$ cat src/rtl/sdram_xfer_seq.sv
// Burst command sequencer between the CPU run/clear registers and the SDRAM controller.
// Walks an inclusive begin..end burst range, gating each command on FIFO level.
module sdram_xfer_seq #(
  parameter int ADDR_W    = 16,
  parameter int BURST_LEN = 8,
  parameter int FIFO_AW   = 9
) (
  input  logic              clk,
  input  logic              pRST,
  input  logic              sdram_wr,
  input  logic              sdram_rd,
  input  logic [ADDR_W-1:0] sdram_wraddr_begin,
  input  logic [ADDR_W-1:0] sdram_wraddr_end,
  input  logic [ADDR_W-1:0] sdram_rdaddr_begin,
  input  logic [ADDR_W-1:0] sdram_rdaddr_end,
  input  logic              sdram_pre_clr,
  input  logic              sdram_post_clr,
  input  logic [FIFO_AW:0]  wfifo_used,
  input  logic [FIFO_AW:0]  rfifo_free,
  output logic              cmd_valid,
  input  logic              cmd_ready,
  output logic              cmd_write,
  output logic [ADDR_W-1:0] cmd_addr,
  input  logic              ctrl_idle,
  output logic              pre_fifo_clr,
  output logic              post_fifo_clr,
  output logic              busy,
  output logic              xfer_done,
  output logic [15:0]       xfer_count,
  output logic              seq_error
);

  typedef enum logic [1:0] {S_IDLE, S_ISSUE, S_FLUSH} state_t;

  localparam logic [FIFO_AW:0] BURST_LVL = (FIFO_AW + 1)'(BURST_LEN);

  // Request bit order: {post_clr, pre_clr, rd, wr}
  logic [3:0]        req_cur_q, req_prev_q, req_edge;
  state_t            state_q, state_d;
  logic              valid_q, valid_d;
  logic              write_q, write_d;
  logic [ADDR_W-1:0] addr_q, addr_d;
  logic [ADDR_W-1:0] end_q, end_d;
  logic [15:0]       count_q, count_d;
  logic              done_q, done_d;
  logic              err_q, err_d;
  logic              pre_clr_q, pre_clr_d;
  logic              post_clr_q, post_clr_d;
  logic              gate_open;
  logic              wr_e, rd_e, pre_e, post_e;

  assign req_edge = req_cur_q & ~req_prev_q;
  assign wr_e     = req_edge[0];
  assign rd_e     = req_edge[1];
  assign pre_e    = req_edge[2];
  assign post_e   = req_edge[3];

  assign gate_open = write_q ? (wfifo_used >= BURST_LVL) : (rfifo_free >= BURST_LVL);

  always_comb begin
    // NOTE: every signal gets its default first so no path through the case leaves it unassigned (no latch).
    state_d    = state_q;
    valid_d    = valid_q;
    write_d    = write_q;
    addr_d     = addr_q;
    end_d      = end_q;
    count_d    = count_q;
    done_d     = done_q;
    err_d      = err_q;
    pre_clr_d  = 1'b0;
    post_clr_d = 1'b0;

    unique case (state_q)
      S_IDLE: begin
        if (wr_e || rd_e) begin
          // A clear arriving with a run edge is dropped and flagged.
          if (pre_e || post_e) err_d = 1'b1;
          if (wr_e && rd_e) begin
            err_d = 1'b1;
          end else if (wr_e) begin
            if (sdram_wraddr_end >= sdram_wraddr_begin) begin
              state_d = S_ISSUE;
              addr_d  = sdram_wraddr_begin;
              end_d   = sdram_wraddr_end;
              write_d = 1'b1;
              count_d = '0;
              done_d  = 1'b0;
              valid_d = 1'b0;
            end else begin
              err_d = 1'b1;
            end
          end else begin
            if (sdram_rdaddr_end >= sdram_rdaddr_begin) begin
              state_d = S_ISSUE;
              addr_d  = sdram_rdaddr_begin;
              end_d   = sdram_rdaddr_end;
              write_d = 1'b0;
              count_d = '0;
              done_d  = 1'b0;
              valid_d = 1'b0;
            end else begin
              err_d = 1'b1;
            end
          end
        end else begin
          if (pre_e) begin
            pre_clr_d = 1'b1;
            err_d     = 1'b0;
          end
          if (post_e) post_clr_d = 1'b1;
        end
      end

      S_ISSUE: begin
        if (|req_edge) err_d = 1'b1;
        if (valid_q) begin
          if (cmd_ready) begin
            valid_d = 1'b0;
            if (count_q != 16'hFFFF) count_d = count_q + 16'd1;
            // Compare before incrementing so an all-ones end never wraps.
            if (addr_q == end_q) state_d = S_FLUSH;
            else                 addr_d  = addr_q + 1'b1;
          end
        end else if (gate_open) begin
          valid_d = 1'b1;
        end
      end

      S_FLUSH: begin
        if (|req_edge) err_d = 1'b1;
        if (ctrl_idle) begin
          done_d  = 1'b1;
          state_d = S_IDLE;
        end
      end

      default: state_d = S_IDLE;
    endcase
  end

  always_ff @(posedge clk or posedge pRST) begin
    if (pRST) begin
      req_cur_q  <= '0;
      req_prev_q <= '0;
      state_q    <= S_IDLE;
      valid_q    <= 1'b0;
      write_q    <= 1'b0;
      addr_q     <= '0;
      end_q      <= '0;
      count_q    <= '0;
      done_q     <= 1'b0;
      err_q      <= 1'b0;
      pre_clr_q  <= 1'b0;
      post_clr_q <= 1'b0;
    end else begin
      // NOTE: non-blocking assignments so every flop samples pre-edge values regardless of statement order.
      req_cur_q  <= {sdram_post_clr, sdram_pre_clr, sdram_rd, sdram_wr};
      req_prev_q <= req_cur_q;
      state_q    <= state_d;
      valid_q    <= valid_d;
      write_q    <= write_d;
      addr_q     <= addr_d;
      end_q      <= end_d;
      count_q    <= count_d;
      done_q     <= done_d;
      err_q      <= err_d;
      pre_clr_q  <= pre_clr_d;
      post_clr_q <= post_clr_d;
    end
  end

  assign cmd_valid     = valid_q;
  assign cmd_write     = write_q;
  assign cmd_addr      = addr_q;
  assign busy          = (state_q != S_IDLE);
  assign xfer_done     = done_q;
  assign xfer_count    = count_q;
  assign seq_error     = err_q;
  assign pre_fifo_clr  = pre_clr_q;
  assign post_fifo_clr = post_clr_q;

endmodule

$ cat config.mk
export PLATFORM = sky130hd
export DESIGN_NAME = sdram_xfer_seq
export DESIGN_NICKNAME = d
export VERILOG_FILES = /design/src/rtl/sdram_xfer_seq.sv
export SDC_FILE = /design/constraint.sdc
export NUM_CORES = 1
export LEC_CHECK = 0
export BUFFER_PORTS_ARGS = -buffer_cell sky130_fd_sc_hd__buf_2
export CAP_MARGIN = 5
export CORE_MARGIN = 1
export CORE_UTILIZATION = 55
export CTS_CLUSTER_SIZE = 28
export DETAILED_ROUTE_END_ITERATION = 8
export HOLD_SLACK_MARGIN = 0.03
export PLACE_DENSITY = 0.83
export SYNTH_ARGS = -nofsm -noshare
export SYNTH_HDL_FRONTEND = slang
export SYNTH_SLANG_ARGS = --single-unit
$ cat constraint.sdc
create_clock -name clk -period 4.6 [get_ports clk]
set_input_delay 0.46 -clock clk [delete_from_list [all_inputs] [get_ports clk]]
set_output_delay 0.46 -clock clk [all_outputs]
set_load 0.01 [all_outputs]
# ---- Word-level counts from Yosys, hierarchy flattened
# Index checks and enable logic that the tools add are counted.
dict set report word_totals {
  regBits 64
  wordCells 116
}
dict set report classes {
  add_sub_neg 2
  n_lt_le_gt_ge 4
  eq_ne 17
  mux 60
  bitwise 3
  reduce_logical 18
}
# cell n
set op_table {}
lappend op_table {{$mux W16} 19}
lappend op_table {{$pmux W16 S2} 2}
lappend op_table {{$add A16 B1 Y16 const B} 2}
lappend op_table {{$ge A16 B16 Y1} 2}
lappend op_table {{$mux W1} 26}
lappend op_table {{$reduce_and A8 Y1} 3}
lappend op_table {{$ge A10 B4 Y1 const B} 2}
lappend op_table {{$mux W2} 9}
lappend op_table {{$eq A16 B16 Y1} 1}
lappend op_table {{$ne A16 B16 Y1 const B} 1}
lappend op_table {{$ne A2 B2 Y1 const B} 8}
lappend op_table {{$reduce_and A5 Y1} 2}
lappend op_table {{$reduce_bool A2 Y1} 5}
lappend op_table {{$ne A3 B3 Y1 const B} 3}
lappend op_table {{$pmux W1 S2} 3}
lappend op_table {{$pmux W2 S3} 1}
lappend op_table {{$reduce_and A6 Y1} 1}
lappend op_table {{$and A4 B4 Y4} 1}
lappend op_table {{$ne A2 B1 Y1 const B} 2}
lappend op_table {{$not A4 Y4} 1}
lappend op_table {{$reduce_or A4 Y1} 1}
lappend op_table {{$reduce_and A3 Y1} 1}
lappend op_table {{$eq A2 B1 Y1 const B} 1}
lappend op_table {{$eq A2 B2 Y1 const B} 1}
lappend op_table {{other kinds (5)} 6}

# ---- Logic depth before layout (Yosys ltp)
# Gate-level depths: netlist of run 1.
dict set report depth {
  ltp_word 9
  mapped_depth 11
  ltp_nobuf 9
}

# ---- Least setup slack after synthesis of run 1
# OpenSTA, ideal clock, no wires.
dict set report synth_path {
  path_kind {input-to-reg}
  start {input port sdram_wraddr_begin[1]}
  end {register addr_q[5], in the netlist cmd_addr[5]}
  setup_ns 0.124
  arrival_time_ns 2.325
  required_time_ns 4.476
  slack_ns 2.152
  cell_stages 10
  n_path_buf 1
  path_cell_list {inv_1 -> ha_1 -> nor2b_1 -> o211a_1 -> o311ai_2 -> a32oi_4 -> a21boi_4 -> buf_6 -> nor4_1 -> a211o_1}
}
dict set report synth_between {
  elab_chain_cells 3
}
# item line
set synth_lines {}
lappend synth_lines {{from (decl)} 12} ;# input logic [ADDR_W-1:0] sdram_wraddr_begin,
lappend synth_lines {{$ge A16 B16 Y1} 81} ;# if (sdram_wraddr_end >= sdram_wraddr_begin) begin
lappend synth_lines {{$ne A3 B3 Y1 (no line)} --}
lappend synth_lines {{$reduce_and A8 Y1 (no line)} --}
lappend synth_lines {{to (signal assigned)} 162} ;# addr_q <= addr_d;
lappend synth_lines {{to (decl)} 42} ;# logic [ADDR_W-1:0] addr_q, addr_d;
# No other way between the ends.
# A chain may end at the register's enable or synchronous reset.

# ---- Worst setup path after layout of run 1
dict set report layout_path {
  start {input port sdram_rdaddr_begin[15]}
  end {register count_q[3], in the netlist xfer_count[3]}
}
dict set report layout_between {
  elab_chain_cells 3
}
# item line
set layout_lines {}
lappend layout_lines {{from (decl)} 14} ;# input logic [ADDR_W-1:0] sdram_rdaddr_begin,
lappend layout_lines {{$ge A16 B16 Y1} 93} ;# if (sdram_rdaddr_end >= sdram_rdaddr_begin) begin
lappend layout_lines {{$ne A3 B3 Y1 (no line)} --}
lappend layout_lines {{$reduce_and A8 Y1 (no line)} --}
lappend layout_lines {{to (signal assigned)} 164} ;# count_q <= count_d;
lappend layout_lines {{to (decl)} 44} ;# logic [15:0] count_q, count_d;
# No other way between the ends.

==> flow_metrics.py, run 1 <==
metrics = {
    "place": {
        "global_placer_s_final_weighted_congestion": 0.895,
        "place.port_buffers": 124,
        "placedCellCount": 765,
        "detailedPlacementHpwl_mm": 9.95,
    },
    "worst_setup_path": {
        "sort_of_element_at_the_start_of_the_critical_path": "primary input",
        "crit-reg2reg-launch": "req_prev_q[0]$_DFF_PP0_",
        "end_kind": "register",
        "path_max_fanout": 31,
        "worstSetupPathType": "primary input to register",
        "ff2ff_setup_slack_ns": 1.66,
        "data_required_time_of_the_worst_path_ns": 4.88,
        "timing.rr.end": "xfer_count[9]$_DFFE_PP0P_",
        "r2r_cells": 8,
        "critPathMaxStageDelay_ns": 0.50,
        "critPathSlowestCell": "sky130_fd_sc_hd__or4_1",
        "worst_ep_arrival_time_ns": 3.27,
        "timing.critical_path.cells": "buf_2 > inv_1 > ha_1 > nand2_1 > nor4_2 > o311ai_1 > a32oi_4 > a21boi_4 > buf_4 > or4_1 > nand3_1",
    },
    "sta": {
        "grt_setup_unrepaired": "no",
        "worst_slew_pin_slew_ns": 0.751,
        "slew_headroom": 0.499,
        "finalSetupTns_ns": 0,
        "clock-skew-final_ns": 0.00899,
        "finalSetupViolations": 0,
        "timing.final.max_slew_violations": 0,
        "finalHoldViolCount": 0,
        "finalCritPeriodShare": 0.650,
        "clock_period_minus_final_worst_setup_slack_ns": 2.99,
        "fmaxAchievable_mhz": 335,
    },
    "cells_and_area": {
        "post_route_cells_drive_above_1_share": 0.248,
        "layout_commonest_cell": "sky130_fd_sc_hd__buf_2",
        "layout.cells.non_filler": 782,
        "nFillCells": 657,
        "design.final.nets": 802,
        "area_growth_pct": 19.6,
        "num_antenna_cells": 0,
        "layout_common_cells": "sky130_fd_sc_hd__buf_2, sky130_fd_sc_hd__nand2_1, sky130_fd_sc_hd__dfrtp_1",
        "area.sequential_sq_um": 1600,
        "total_area_of_multi_input_combinational_cells_sq_um": 2890,
    },
    "synthesis": {
        "synth_area_sq_um": 4780,
        "synth_cells": 559,
        "mean_area_per_synthesized_cell_sq_um": 8.55,
        "sequential_element_share_of_the_synthesized_area": 0.335,
        "synth-main-ff-cell": "sky130_fd_sc_hd__dfrtp_1",
        "postSynthNetCount": 689,
        "yosys_warn_count": 0,
        "ys_seq_elements": 64,
        "synth_enable_flop_cells": 0,
        "yosysUniqueCellTypes": 67,
        "ys_async_sr_fraction": 1.00,
    },
    "routing": {
        "routed_via_density": 6.05,
        "initialDrtViolationCount": 372,
        "routedWlPerCell_um": 16.6,
        "dr.pass1.iters": 6,
        "drt.antenna.violating_nets": 0,
        "drc_errors_left": 0,
        "detail_route.wirelength_mm": 13.0,
        "via_count": 4733,
    },
    "pwr": {
        "cellPowerDensity_nw_per_um2": 492,
        "p_leak_nw": 2.70,
        "ir_worst_vdd_mv": 0.232,
    },
    "die": {
        "num_io_pins": 131,
        "initial_core_util": 0.576,
        "fp.dieH_um": 95.2,
        "placementRows": 33,
        "die_area_sq_um": 9060,
        "area_of_the_core_region_sq_um": 8300,
        "die_width_um": 95.2,
    },
    "flow_run": {
        "max_cap_violations": 0,
    },
    "clock_tree": {
        "path_clk_slew_ns": 0.08,
        "clk_path_buf_depth": 2,
        "tritoncts_clock_tree": "done",
        "ctsResizeCount": 0,
        "clk-insertion-delay-late_ns": 0.35,
        "cts_made_buffers": 9,
        "cts_setup_buffers": 0,
        "cts-root-buf": "sky130_fd_sc_hd__clkbuf_8",
        "cts.sinks": 64,
        "cts_htree_levels": 3,
    },
    "min_path": {
        "hold_class": "primary input to register",
        "worstHoldEndpoint": "req_cur_q[0]$_DFF_PP0_",
        "hold_path.startpoint": "sdram_wr",
        "holdPathStages": 1,
    },
    "grt": {
        "grt_pass1_wl_mm": 21.2,
        "initial_antenna_violation_count": 0,
        "grt_use_total": 0.301,
        "largest_net_degree_at_the_start_of_global_routing": 56,
        "grt_pass1_vias": 4459,
        "global_route_overflow": 0,
    },
    "run_status": {
        "outcome": "completed",
    },
}
## final cells by class
class / count / area share
inverter: 40 / 0.0263
clock inverter: 7 / 0.0252
timing repair buffer: 131 / 0.118
tap: 105 / 0.0230
multi-input combinational: 426 / 0.506
sequential: 64 / 0.280
clock buffer: 9 / 0.0217
## cells by family (layout without fill, tap and decap cells)
family | after synthesis | count (layout) | share of synthesized area
AOI/OAI and AO/OA | 147 | 147 | 0.215
xor gates and xnor gates | 17 | 17 | 0.0312
buffers and inverters | 69 | 187 | 0.0615
and+or+nand+nor | 205 | 205 | 0.218
DFF | 64 | 64 | 0.335
adders and majority gates | 38 | 38 | 0.0995
muxes | 19 | 19 | 0.0398
## repair_timing
action	CTS	global route
setup endpoints to repair	0	0
hold buffers	1	0
endpoints found under the hold margin	9	0
## flip-flops by register name, summed over array words and instances (netlist names), 2 cells and up
name,cells
xfer_count,16
state_q,2
cmd_addr,16
req_prev_q,4
end_q,16
req_cur_q,4
## Yosys cell counts, types with 5 or more instances
master	n	area share
sky130_fd_sc_hd__buf_2	10	0.010
sky130_fd_sc_hd__mux2i_1	19	0.040
sky130_fd_sc_hd__nor4_1	6	0.0079
sky130_fd_sc_hd__xnor2_1	17	0.031
sky130_fd_sc_hd__o21ai_0	45	0.047
sky130_fd_sc_hd__and2_1	5	0.0065
sky130_fd_sc_hd__or3_1	9	0.012
sky130_fd_sc_hd__ha_1	38	0.10
sky130_fd_sc_hd__nand3_1	21	0.022
sky130_fd_sc_hd__nand2_1	75	0.059
sky130_fd_sc_hd__dfrtp_1	64	0.34
sky130_fd_sc_hd__inv_1	40	0.031
sky130_fd_sc_hd__nor2_1	27	0.021
sky130_fd_sc_hd__or4_1	5	0.0079
sky130_fd_sc_hd__clkbuf_1	12	0.0094
sky130_fd_sc_hd__a21oi_1	30	0.031
sky130_fd_sc_hd__nand4_1	12	0.016
sky130_fd_sc_hd__a211oi_1	10	0.016
sky130_fd_sc_hd__nand2b_1	7	0.0092
sky130_fd_sc_hd__a22o_1	10	0.018
sky130_fd_sc_hd__nor3_1	12	0.013
sky130_fd_sc_hd__and3_1	6	0.0079
sky130_fd_sc_hd__o211ai_1	7	0.011
## metrics by stage
step | instance area [sq um] | setup slack (ns) | hold slack [ns] | power [mW] | util
floorplan | 4780 | 2.15 | 0.347 | 1.78 | -
global placement | 5440 | 1.42 | 0.358 | 2.09 | 0.655
detailed placement | 5440 | 1.34 | 0.361 | 2.15 | 0.655
CTS | 5720 | 1.70 | 0.198 | 2.80 | 0.689
global route | 5720 | 1.47 | 0.192 | 3.00 | 0.689
finish | 5720 | 1.61 | 0.207 | 2.81 | 0.689
## worst max-delay path, delay by kind of cell
| family | cells | cell delay, ns |
|---|---|---|
| AOI/OAI and AO/OA | 3 | 0.92 |
| and+or+nand+nor | 4 | 1.15 |
| adders and majority gates | 1 | 0.32 |
| buffers and inverters | 3 | 0.41 |
## how the worst max path moves through the flow
stage	slack [ns]	to	depth (start not counted)	start
final	1.61	xfer_count[3]$_DFFE_PP0P_	11	sdram_rdaddr_begin[15]
after global routing	1.47	xfer_count[14]$_DFFE_PP0P_	8	req_prev_q[0]$_DFF_PP0_
after CTS	1.70	xfer_count[3]$_DFFE_PP0P_	11	sdram_rdaddr_begin[15]
after detailed placement	1.34	xfer_count[2]$_DFFE_PP0P_	11	sdram_rdaddr_begin[15]
after global placement	1.42	xfer_count[2]$_DFFE_PP0P_	11	sdram_rdaddr_begin[15]
after floorplan	2.15	cmd_addr[5]$_DFFE_PP0P_	10	sdram_wraddr_begin[1]
## power by group
group / total (mW) / switching (mW) / leakage [nW] / internal, mW
Clock: 0.651 / 0.235 / 0.126 / 0.415
Sequential: 0.960 / 0.226 / 0.802 / 0.734
Combinational: 1.20 / 0.713 / 1.78 / 0.489
## routing by layer
layer,GRT usage,part of all wire,vias to the layer above
li1,-,-,2263
met1,0.394,0.43,2215
met2,0.495,0.47,225
met3,0.0558,0.075,30
met4,0.110,0.023,0
met5,0,0,-
(Power assumes the default switching activity.)
==> run 2: changes to the inputs <==
CORE_UTILIZATION = 48   (was 55)
PLACE_DENSITY = 0.77   (was 0.83)
clock period = 2.4 ns   (was 4.6 ns; I/O delays follow)
==> run 2 against run 1 <==
Against the previous run: cell count is 11% higher; clock-buffer cell count stayed put; routed wire length grew 9.4%; setup slack lost 1.6 ns; clock skew down 0.0011 ns; critical path depth increased by 1; die area grew 14%; total power grew 100%; cell area is 9.3% higher; worst hold slack lost 0.030 ns; core utilization down 4.7 points; via count up 4.9%; highest routed layer unchanged.
==> flow_metrics.py, run 2 (synthesized netlist as in run 1, its figures left out) <==
metrics = {
    "worst_setup_path": {
        "crit_start": "sdram_rdaddr_begin[7]",
        "end_kind": "register",
        "data_required_time_of_the_worst_path_ns": 2.67,
        "critPathSlowestCell": "sky130_fd_sc_hd__or4_1",
        "path_common_cell": "sky130_fd_sc_hd__buf_4",
        "worst_ep_arrival_time_ns": 2.64,
        "crit-reg2reg-launch": "req_prev_q[0]$_DFF_PP0_",
        "timing.critical_path.cells": "buf_2 > inv_1 > ha_1 > nand2_1 > o21ai_0 > a221oi_1 > buf_4 > a32oi_4 > a21boi_4 > buf_4 > or4_1 > o211ai_1",
        "worst_path_dominant_cell_family": "compound AO/OA/AOI/OAI gates",
        "critPathMaxStageDelay_ns": 0.49,
        "critical_path_buffer_and_inverter_count": 4,
        "path_max_fanout": 9,
        "sort_of_element_at_the_start_of_the_critical_path": "primary input",
        "worstSetupPathType": "primary input to register",
    },
    "grt": {
        "grt_pass1_vias": 4859,
        "global_route_overflow": 0,
        "initial_antenna_violation_count": 0,
        "grt_use_total": 0.288,
        "largest_net_degree_at_the_start_of_global_routing": 39,
        "grt_pass1_wl_mm": 23.0,
    },
    "clock_tree": {
        "path_clk_slew_ns": 0.08,
        "cts_setup_buffers": 0,
        "cts.sinks": 64,
        "clk-insertion-delay-late_ns": 0.35,
        "cts-root-buf": "sky130_fd_sc_hd__clkbuf_8",
        "cts_made_buffers": 9,
        "cts_htree_levels": 3,
        "tritoncts_clock_tree": "done",
        "clk_path_buf_depth": 2,
    },
    "cells_and_area": {
        "design.final.nets": 859,
        "layout_commonest_cell": "sky130_fd_sc_hd__buf_2",
        "layout_common_cells": "sky130_fd_sc_hd__buf_2, sky130_fd_sc_hd__nand2_1, sky130_fd_sc_hd__dfrtp_1",
        "num_antenna_cells": 0,
        "final_design_area_no_fill_sq_um": 6250,
        "post_route_cells_drive_above_1_share": 0.309,
        "layout.cells.non_filler": 867,
        "area_growth_pct": 30.7,
    },
    "die": {
        "die_width_um": 102,
        "die_area_sq_um": 10400,
        "num_io_pins": 131,
        "placementRows": 36,
        "initial_core_util": 0.491,
        "area_of_the_core_region_sq_um": 9730,
        "fp.dieH_um": 102,
    },
    "place": {
        "place.port_buffers": 124,
        "placement.cell_area_sq_um": 5900,
        "detailedPlacementHpwl_mm": 11.0,
        "placedCellCount": 846,
        "global_placer_s_final_weighted_congestion": 0.903,
    },
    "sta": {
        "slew_headroom": 0.568,
        "worst_slew_pin_slew_ns": 0.647,
        "finalCritPeriodShare": 0.986,
        "fmaxAchievable_mhz": 422,
        "finalHoldViolCount": 0,
        "timing.final.max_slew_violations": 0,
        "clock-skew-final_ns": 0.00787,
        "clock_period_minus_final_worst_setup_slack_ns": 2.37,
        "finalSetupViolations": 0,
    },
    "routing": {
        "routed_via_density": 5.73,
        "dr.pass1.iters": 4,
        "drc_errors_left": 0,
        "initialDrtViolationCount": 293,
        "detail_route.wirelength_mm": 14.2,
        "drt.antenna.violating_nets": 0,
        "routedWlPerCell_um": 16.4,
        "via_count": 4964,
    },
    "pwr": {
        "p_leak_nw": 3.00,
        "ir_worst_vdd_mv": 0.421,
        "cellPowerDensity_nw_per_um2": 909,
        "finalPower_mw": 5.68,
    },
    "min_path": {
        "hold_path.startpoint": "ctrl_idle",
        "hold_class": "primary input to register",
    },
    "run_status": {
        "outcome": "completed",
    },
    "flow_run": {
        "max_cap_violations": 0,
    },
}
==> run 2: cell type report <==
cell class              count  area, sq um
multi-input cells         426         2940
clock buffers               9          124
clock inverters             7          120
inverters                  40          150
repair buffers            188         1140
fillers                   835         3480
flip-flops and latches     64         1600
well taps                 133          166
==> run 2: routing by layer <==
layer | global-route usage | share of wire | wire length, um | vias to the layer above
met2 | 0.495 | 0.49 | 6910 | 205
met5 | 0 | 0 | 0 | -
met4 | 0.126 | 0.029 | 413 | 0
li1 | - | - | - | 2375
met3 | 0.0552 | 0.061 | 860 | 34
met1 | 0.352 | 0.42 | 6000 | 2350
==> run 2: final timing paths <==
check                      slack, ns                         end  cells past startpoint
min                             0.18       xfer_done$_DFFE_PP0P_                      3
max                             0.03     cmd_addr[2]$_DFFE_PP0P_                     12
min in group asynchronous       0.53  xfer_count[15]$_DFFE_PP0P_                      3
min reg2reg                     0.39     req_prev_q[1]$_DFF_PP0_                      0
max in group asynchronous       1.25        end_q[5]$_DFFE_PP0P_                      4
max reg2reg                     0.10     cmd_addr[2]$_DFFE_PP0P_                      9
==> run 2: where the power goes <==
part | switching [mW] | internal, mW
sequential | 0.334 | 1.41
combinational | 1.56 | 1.22
clock | 0.461 | 0.691
==> run 2: stage by stage <==
stage / setup TNS, ns / util / hold slack, ns / worst slack, ns
after global routing: -0.0624 / 0.642 / 0.204 / -0.0359
final: 0 / 0.642 / 0.178 / 0.0330
after detailed placement: -9.31 / 0.606 / 0.349 / -0.334
after floorplan: 0 / - / 0.271 / 0.172
after global placement: -6.94 / 0.606 / 0.348 / -0.262
after CTS: 0 / 0.636 / 0.172 / 0.00745
==> run 2: worst min-delay path, stage by stage <==
cell and delay [ns]:
sky130_fd_sc_hd__buf_2 0.09, sky130_fd_sc_hd__a21oi_1 0.06, sky130_fd_sc_hd__a21oi_1 0.10
==> run 2: repair_timing <==
| item | in CTS | in global routing |
|---|---|---|
| endpoints found under the setup margin | 0 | 21 |
| hold endpoints to repair | 30 | 0 |
| hold buffers | 5 | 0 |
| gates resized for setup | 0 | 10 |
==> run 3: changes to the inputs <==
HOLD_SLACK_MARGIN = 0.1   (was 0.03)
PLACE_DENSITY = 0.89   (was 0.77)
TNS_END_PERCENT = 10   (was not set)
==> run 3 against run 2 <==
Against the previous run: largest power group unchanged; fmax up 0.52%; critical path depth down 4; die area unchanged; global-route usage up 0.40 points; core utilization down 0.30 points; total power down 1.1%; critical path type is now register to register; setup slack better by 0.012 ns; non-clock buffer count up 6; cell area down 0.46%; combinational power up 4%.
==> flow_metrics.py, run 3 (synthesized netlist as in run 1, its figures left out) <==
metrics = {
    "sta": {
        "grt_setup_unrepaired": "yes",
        "timing.final.max_slew_violations": 0,
        "worst_slew_pin_slew_ns": 0.638,
        "setup_ws_ns": 0.0453,
        "finalSetupTns_ns": 0,
        "finalHoldViolCount": 0,
        "clock_period_minus_final_worst_setup_slack_ns": 2.35,
        "finalSetupViolations": 0,
        "clock-skew-final_ns": 0.00953,
        "finalCritPeriodShare": 0.981,
        "slew_headroom": 0.574,
        "fmaxAchievable_mhz": 425,
    },
    "clock_tree": {
        "clk-insertion-delay-late_ns": 0.36,
        "cts-root-buf": "sky130_fd_sc_hd__clkbuf_8",
        "cts_htree_levels": 3,
        "cts_setup_buffers": 0,
        "tritoncts_clock_tree": "done",
        "cts.sinks": 64,
        "cts_made_buffers": 9,
        "path_clk_slew_ns": 0.08,
        "clk_path_buf_depth": 2,
    },
    "die": {
        "initial_core_util": 0.491,
        "die_area_sq_um": 10400,
        "area_of_the_core_region_sq_um": 9730,
        "die_width_um": 102,
        "num_io_pins": 131,
        "placementRows": 36,
        "fp.dieH_um": 102,
    },
    "worst_setup_path": {
        "end_kind": "register",
        "path_max_fanout": 5,
        "sort_of_element_at_the_start_of_the_critical_path": "register",
        "worst_ep_arrival_time_ns": 2.59,
        "worstSetupPathType": "register to register",
        "ff2ff_setup_slack_ns": 0.05,
        "data_required_time_of_the_worst_path_ns": 2.64,
    },
    "routing": {
        "routedWlPerCell_um": 16.7,
        "routed_via_density": 5.87,
        "initialDrtViolationCount": 360,
        "via_count": 5128,
        "m1WireLength_mm": 5.86,
        "dr.pass1.iters": 5,
        "detail_route.wirelength_mm": 14.6,
        "drt.antenna.violating_nets": 0,
        "dr.max_layer_used": "met4",
        "wl_met2_mm": 7.14,
        "drc_errors_left": 0,
        "met3_wirelength_mm": 1.02,
    },
    "grt": {
        "grt_pass1_wl_mm": 23.2,
        "grt_use_total": 0.292,
        "largest_net_degree_at_the_start_of_global_routing": 39,
        "initial_antenna_violation_count": 0,
        "grt_pass1_vias": 4832,
        "global_route_overflow": 0,
    },
    "min_path": {
        "hold_class": "primary input to register",
    },
    "cells_and_area": {
        "design.final.nets": 865,
        "layout_common_cells": "sky130_fd_sc_hd__buf_2, sky130_fd_sc_hd__nand2_1, sky130_fd_sc_hd__dfrtp_1, sky130_fd_sc_hd__buf_4, sky130_fd_sc_hd__o21ai_0",
        "area_growth_pct": 30.1,
        "post_route_cells_drive_above_1_share": 0.312,
        "layout_commonest_cell": "sky130_fd_sc_hd__buf_2",
        "nFillCells": 802,
        "num_antenna_cells": 0,
    },
    "flow_run": {
        "max_cap_violations": 0,
    },
    "pwr": {
        "cellPowerDensity_nw_per_um2": 903,
        "ir_worst_vdd_mv": 0.373,
        "p_leak_nw": 2.99,
    },
    "run_status": {
        "outcome": "completed",
    },
    "place": {
        "placement.setup.worst_slack_ns": -0.310,
        "place.port_buffers": 124,
        "detailedPlacementHpwl_mm": 11.4,
        "global_placer_s_final_weighted_congestion": 0.919,
    },
}
-- run 3: changes by cell type in the layout (fill, tap and decap cells not counted), moves of 2 or more --
cell,previous run,this run
sky130_fd_sc_hd__a211oi_2,3,0
sky130_fd_sc_hd__inv_6,0,2
sky130_fd_sc_hd__buf_4,56,64
sky130_fd_sc_hd__bufinv_16,3,1
sky130_fd_sc_hd__a211oi_1,7,10
-- run 3: path summary, 6_finish.rpt --
kind,startpoint,endpoint,depth (start not counted)
worst max-delay path,cmd_addr[13]$_DFFE_PP0P_,cmd_addr[12]$_DFFE_PP0P_,8
worst min register to register,req_cur_q[1]$_DFF_PP0_,req_prev_q[1]$_DFF_PP0_,0
worst max register to register,cmd_addr[13]$_DFFE_PP0P_,cmd_addr[12]$_DFFE_PP0P_,8
worst min-delay path,ctrl_idle,xfer_done$_DFFE_PP0P_,3
max in group asynchronous,pRST,state_q[1]$_DFFE_PP0P_,4
min in group asynchronous,pRST,xfer_count[11]$_DFFE_PP0P_,3
-- run 3: area by class of cell --
class / count / area [sq um] / share of cell area
clock buffer: 9 / 124 / 0.0199
clock inverter: 7 / 80.1 / 0.0129
multi-input combinational: 426 / 2930 / 0.470
tap: 133 / 166 / 0.0268
timing repair buffer: 194 / 1170 / 0.188
sequential: 64 / 1600 / 0.258
inverter: 40 / 150 / 0.0241
-- run 3: layer usage --
metal,vias up,track usage
met5,-,0
met4,0,0.153
met3,51,0.0386
met2,272,0.501
met1,2417,0.358
li1,2388,-
-- run 3: where the power goes --
part / total [mW] / switching [mW] / internal, mW / leakage [nW]
Clock: 0.971 / 0.481 / 0.490 / 0.0964
Combinational: 2.91 / 1.63 / 1.27 / 2.10
Sequential: 1.74 / 0.333 / 1.41 / 0.802
-- run 3: metrics by stage --
stage	hold WS, ns	instances	area (sq um)	total power, mW	utilization
finish	0.187	873	6220	5.62	0.639
global route	0.207	873	6220	5.96	0.639
CTS	0.180	873	6180	5.56	0.636
detailed placement	0.351	852	5930	4.57	0.609
global placement	0.348	852	5930	4.42	0.609
floorplan	0.271	559	4780	3.42	-
-- run 3: repair_timing --
item,CTS,global route
setup endpoints to repair,1,16
gates resized for setup,0,8
pin swaps,1,0
endpoints found under the hold margin,30,0
hold buffers,5,0
-- run 3: critical path, cell delays in order, from the launching register on --
cell and delay (ns):
sky130_fd_sc_hd__dfrtp_1 0.45, sky130_fd_sc_hd__xnor2_1 0.32, sky130_fd_sc_hd__nand4_1 0.20, sky130_fd_sc_hd__nor4_4 0.31
sky130_fd_sc_hd__nor2_1 0.20, sky130_fd_sc_hd__nand2_1 0.19, sky130_fd_sc_hd__nor4_1 0.07, sky130_fd_sc_hd__buf_4 0.14
sky130_fd_sc_hd__a311oi_1 0.35
